## config.mk

```make
export PLATFORM = sky130hd
export DESIGN_NAME = u_rr_arb
export DESIGN_NICKNAME = d
export VERILOG_FILES = /design/src/rtl/u_rr_arb.sv
export SDC_FILE = /design/constraint.sdc
export NUM_CORES = 1
export LEC_CHECK = 0
export ABC_AREA = 1
export BUFFER_PORTS_ARGS = -buffer_cell sky130_fd_sc_hd__buf_4
export CAP_MARGIN = 10
export CORE_MARGIN = 10
export CORE_UTILIZATION = 50
export DETAILED_ROUTE_END_ITERATION = 7
export HOLD_SLACK_MARGIN = 0.15
export PLACE_DENSITY = 0.77
export SLEW_MARGIN = 25
export SYNTH_ARGS = -nofsm -noshare
export SYNTH_HDL_FRONTEND = slang
export SYNTH_SLANG_ARGS = --single-unit
export TNS_END_PERCENT = 50
```

## constraint.sdc

```tcl
create_clock -name i_clk -period 2 [get_ports i_clk]
set_clock_uncertainty 0.2 [all_clocks]
set_input_delay 0.2 -clock i_clk [delete_from_list [all_inputs] [get_ports i_clk]]
set_output_delay 0.2 -clock i_clk [all_outputs]
set_load 0.01 [all_outputs]
```

## src/rtl/u_rr_arb.sv

```systemverilog
// Round-robin arbiter with a thermometer priority mask, optional grant lock,
// zero-bubble back-to-back grants and a sticky mask-integrity flag.
module u_rr_arb #(
  parameter int N         = 8,
  parameter bit P_LOCK_EN = 1'b1
) (
  input  logic                 i_clk,
  input  logic                 i_rst,
  input  logic [N-1:0]         i_req,
  input  logic                 i_ack,
  output logic [N-1:0]         o_gnt,
  output logic                 o_gnt_vld,
  output logic [$clog2(N)-1:0] o_gnt_id,
  output logic [N-1:0]         o_mask,
  output logic                 o_mask_err
);
  localparam int W = $clog2(N);

  typedef enum logic {IDLE, GRANT} state_t;

  state_t         state, state_n;
  logic [N-1:0]   gnt_r, gnt_n;
  logic [W-1:0]   id_r, id_n;
  logic [N-1:0]   mask_r, mask_n;
  logic           err_r;

  logic           accept;
  logic [N-1:0]   mask_nxt, m_eff, masked, src, pick_oh, inv;
  logic [W-1:0]   pick_id;
  logic           thermo_ok;

  // Priority update and arbitration share one cycle so an ack can re-grant at once.
  always_comb begin
    accept = (state == GRANT) && i_ack;
    for (int k = 0; k < N; k++) mask_nxt[k] = (k > int'(id_r));
    if (int'(id_r) == N-1) mask_nxt = '1;
    m_eff   = accept ? mask_nxt : mask_r;
    masked  = i_req & m_eff;
    src     = (|masked) ? masked : i_req;
    pick_oh = '0;
    pick_id = '0;
    for (int k = N-1; k >= 0; k--) begin
      if (src[k]) begin
        pick_oh    = '0;
        pick_oh[k] = 1'b1;
        pick_id    = W'(k);
      end
    end
  end

  always_comb begin
    state_n = state;
    gnt_n   = gnt_r;
    id_n    = id_r;
    mask_n  = mask_r;
    case (state)
      IDLE: begin
        if (|i_req) begin
          state_n = GRANT;
          gnt_n   = pick_oh;
          id_n    = pick_id;
        end else begin
          gnt_n = '0;
          id_n  = '0;
        end
      end
      GRANT: begin
        if (i_ack) begin
          mask_n = mask_nxt;
          if (|i_req) begin
            gnt_n = pick_oh;
            id_n  = pick_id;
          end else begin
            state_n = IDLE;
            gnt_n   = '0;
            id_n    = '0;
          end
        end else if (!P_LOCK_EN && !(|(gnt_r & i_req))) begin
          state_n = IDLE;
          gnt_n   = '0;
          id_n    = '0;
        end
      end
      default: begin
        state_n = IDLE;
        gnt_n   = '0;
        id_n    = '0;
      end
    endcase
  end

  // Legal mask: ones packed against the MSB, so its inverse is 2^k-1.
  always_comb begin
    inv       = ~mask_r;
    thermo_ok = (|mask_r) && ((inv & (inv + N'(1))) == '0);
  end

  always_ff @(posedge i_clk) begin
    if (i_rst) begin
      state  <= IDLE;
      gnt_r  <= '0;
      id_r   <= '0;
      mask_r <= '1;
      err_r  <= 1'b0;
    end else begin
      state  <= state_n;
      gnt_r  <= gnt_n;
      id_r   <= id_n;
      mask_r <= mask_n;
      err_r  <= err_r | ~thermo_ok;
    end
  end

  assign o_gnt      = gnt_r;
  assign o_gnt_vld  = (state == GRANT);
  assign o_gnt_id   = id_r;
  assign o_mask     = mask_r;
  assign o_mask_err = err_r;
endmodule

```

==> metrics.md <==
| Metric | Value |
|---|---|
| Endpoints failing hold | 0 |
| Reg area | 413 um^2 |
| Post-synthesis mux area share | 0.845% |
| Port Buffers | 30 |
| Tmin final | 2100 ps |
| Max VDD drop | 0.488 mV |
| Critical path fanouts, max | 6 |
| Post-Synth XOR/XNOR Area | 0% |
| First-pass detailed-route iteration total | 4 |
| Max-cap violations | 0 |
| Sequential share of the synthesized area | 33.8% |
| Share of layout cells above drive strength 1 | 51.4% |
| CTS H-tree depth | 1 |
| Dpl cell area | 1440 um^2 |
| Area of the multi-input gates | 830 um^2 |
| Global routing's busiest layer | met2 |
| Die X | 68.7 um |
| Die Y | 68.7 um |
| Fillers | 140 |
| Setup CP Type | reg -> reg |
| Vias in the first global route | 1218 |
| Final Slew Violations | 0 |
| Die Area | 4720 um^2 |
| Slowest CP cell | dfxtp_2 |
| Wirelength, routed | 4030 um |
| Initial Util | 53.1% |
| Final hold slack | 143 ps |
| Via/cell ratio | 5.58 |
| Synth Warn # | 0 |
| Critical Path Max Stage Delay | 360 ps |
| Placed cells | 216 |
| Cell variety after synth | 31 |
| Clk buf depth | 2 |
| Fin crit share | 105% |
| GRT met3 Usage | 3.06% |
| Later-pin clock latency in the skew report | 320 ps |
| Hold WC Path Type | in -> reg |
| CP delay by family, top | simple AND/OR/NAND/NOR gates |
| DP HPWL | 2410 um |
| Place WS | -21.6 ps |
| Total power | 1.09 mW |
| DR vias | 1318 |
| DR DRC count | 0 |
| Final GP Congestion | 0.905 |
| Initial antenna violation count | 0 |
| Compound-gate portion of the synthesized area | 13.6% |
| Largest net degree at the start of global routing | 16 |
| First-pass GRT wire length | 5540 um |
| Gr ovfl total | 0 |
| Final setup vio count | 11 |
| Flop and latch count out of synthesis | 20 |
| Ant diodes | 0 |
| Fmax | 477 MHz |
| CP bufs+invs | 2 |
| FP Rows | 17 |
| Fin Setup TNS | -532 ps |
| Fin cells | 236 |
| Detailed-route wire length per cell | 17.1 um |
| Utilization after layout | 79.8% |
| Area growth, synth to finish | 50.5% |
| Pwr/cell area | 612 nW/um^2 |
| CP required | 2040 ps |
| Simple-Gate Fraction of Synth Area | 44.2% |
| Post-synthesis adder-cell area fraction | 0% |
| Status | finished, violations left |
| ANT nets after route | 0 |
| All-Layer GR Usage | 14.9% |
| CTS tree | done |
| Crit path launch type | flip-flop |
| Clk slew on worst S/H paths | 130 ps |
| Sink Count | 20 |
| Met2 GRT Util | 26.0% |
| 1st-iter DRT viols | 103 |
| Top-Level Pins | 32 |
| Synth Area per Inst | 7.45 um^2 |
| Core Box Area | 2230 um^2 |
| Largest family of logic cells by synthesized area | simple AND/OR/NAND/NOR gates |
| Post-layout nets | 220 |
| Netlist Area Pre-Place | 1180 um^2 |
| Clock buffer count from CTS | 3 |
| RSZ-0062 raised after global routing | yes |
| Global Route met1 Usage | 17.5% |
| Syn nets | 170 |
| Setup WS post-layout | -97.2 ps |
| Crit path DAT | 2140 ps |
| Cells after synthesis | 159 |
| Static leakage power | 0.795 nW |
| CP cell instances | nand2_4 > inv_6 > or2_4 > nand3_4 > nand2_4 > nor2_4 > buf_6 > nand3_2 > a21oi_2 > nor2_2 > a21oi_2 |
| Failing checks | negative setup slack |
| Cell area after layout | 1780 um^2 |
| CTS Root Cell | clkbuf_4 |
| Crit. End Element | flip-flop |
-- report_power, final --
| part | internal (mW) | total [mW] | switching, mW |
|---|---|---|---|
| Clock | 0.203 | 0.344 | 0.142 |
| Combinational | 0.128 | 0.301 | 0.173 |
| Sequential | 0.419 | 0.446 | 0.0277 |
-- cell type report --
type / instances / area share [%]
clock buffer: 3 / 1.26
multi-input combinational: 121 / 46.5
inverter: 14 / 3.37
timing repair buffer: 48 / 21.5
timing repair inverter: 1 / 0.491
clock inverter: 1 / 1.68
tap: 28 / 1.96
sequential: 20 / 23.2
-- synth_stat cells --
cell,count,area share [%]
a21oi_1,14,5.9
a21oi_2,2,1.5
a31oi_1,1,0.53
and2_1,1,0.53
buf_4,1,0.63
buf_8,1,1.3
clkbuf_1,2,0.63
conb_1,1,0.32
dfxtp_1,20,34
inv_1,12,3.8
inv_2,1,0.32
inv_4,1,0.53
mux2i_1,1,0.84
nand2_1,39,12
nand2_2,13,6.9
nand3_1,10,4.2
nand3_2,7,5.9
nand3_4,1,1.5
nand4_1,5,2.6
nor2_1,8,2.5
nor2_2,1,0.53
nor2_4,3,2.9
nor2_8,1,1.7
nor4_1,2,1.1
o211ai_2,1,1.1
o211ai_4,1,1.8
o21ai_0,4,1.7
o21ai_1,1,0.42
o21ai_2,1,0.74
or2_1,2,1.1
or2_2,1,0.53
-- worst min-delay path, cell delays in order --
cell and delay (ps):
buf_4 100, nand2_4 100, inv_6 110, o21ai_0 80, nand2_1 50
-- registers in the layout, summed over array words and instances (netlist names) --
name / count
o_gnt: 8
o_gnt_id: 3
o_gnt_vld: 1
o_mask: 7
o_mask_err: 1
-- routing by layer --
| layer | routed length, um | part of all wire, % |
|---|---|---|
| met1 | 1590 | 39 |
| met2 | 2020 | 50 |
| met3 | 290 | 7.2 |
| met4 | 124 | 3.1 |
| met5 | 0 | 0 |
-- cells by family after synthesis --
kind of cell	count (synthesis)
buf+inv	18
simple gates	94
flops	20
other cells	1
compound gates	25
mux	1
-- timing repair --
action	in CTS	in global routing
gates cloned	1	0
resized for setup	7	39
hold buffers	8	0
endpoints found under the hold margin	18	0
endpoints found under the setup margin	8	11
buffers inserted	1	6
pin swaps	4	16
-- path summary, 6_finish.rpt --
check	start	endpoint	slack, ps	cells past startpoint
hold reg to reg	o_gnt[0]	o_gnt[0]	270	2
setup reg to reg	o_gnt_vld	o_gnt_id[0]	-100	11
setup / recovery	o_gnt_vld	o_gnt_id[0]	-100	11
hold / removal	i_ack	o_mask[0]	140	5
-- placed cells by master, fill, tap and decap left out, types with 5 or more instances in the layout --
cell and count:
inv_1 12, a21oi_2 6, nand2_4 6, dfxtp_1 16, nand3_2 8, nand3_1 7, a21oi_1 10, nand2_2 19
nor2_1 6, nand2_1 27, dlygate4sd3_1 8, nand4_1 5, buf_4 39
Note: power is estimated with default switching activity, not from simulation.
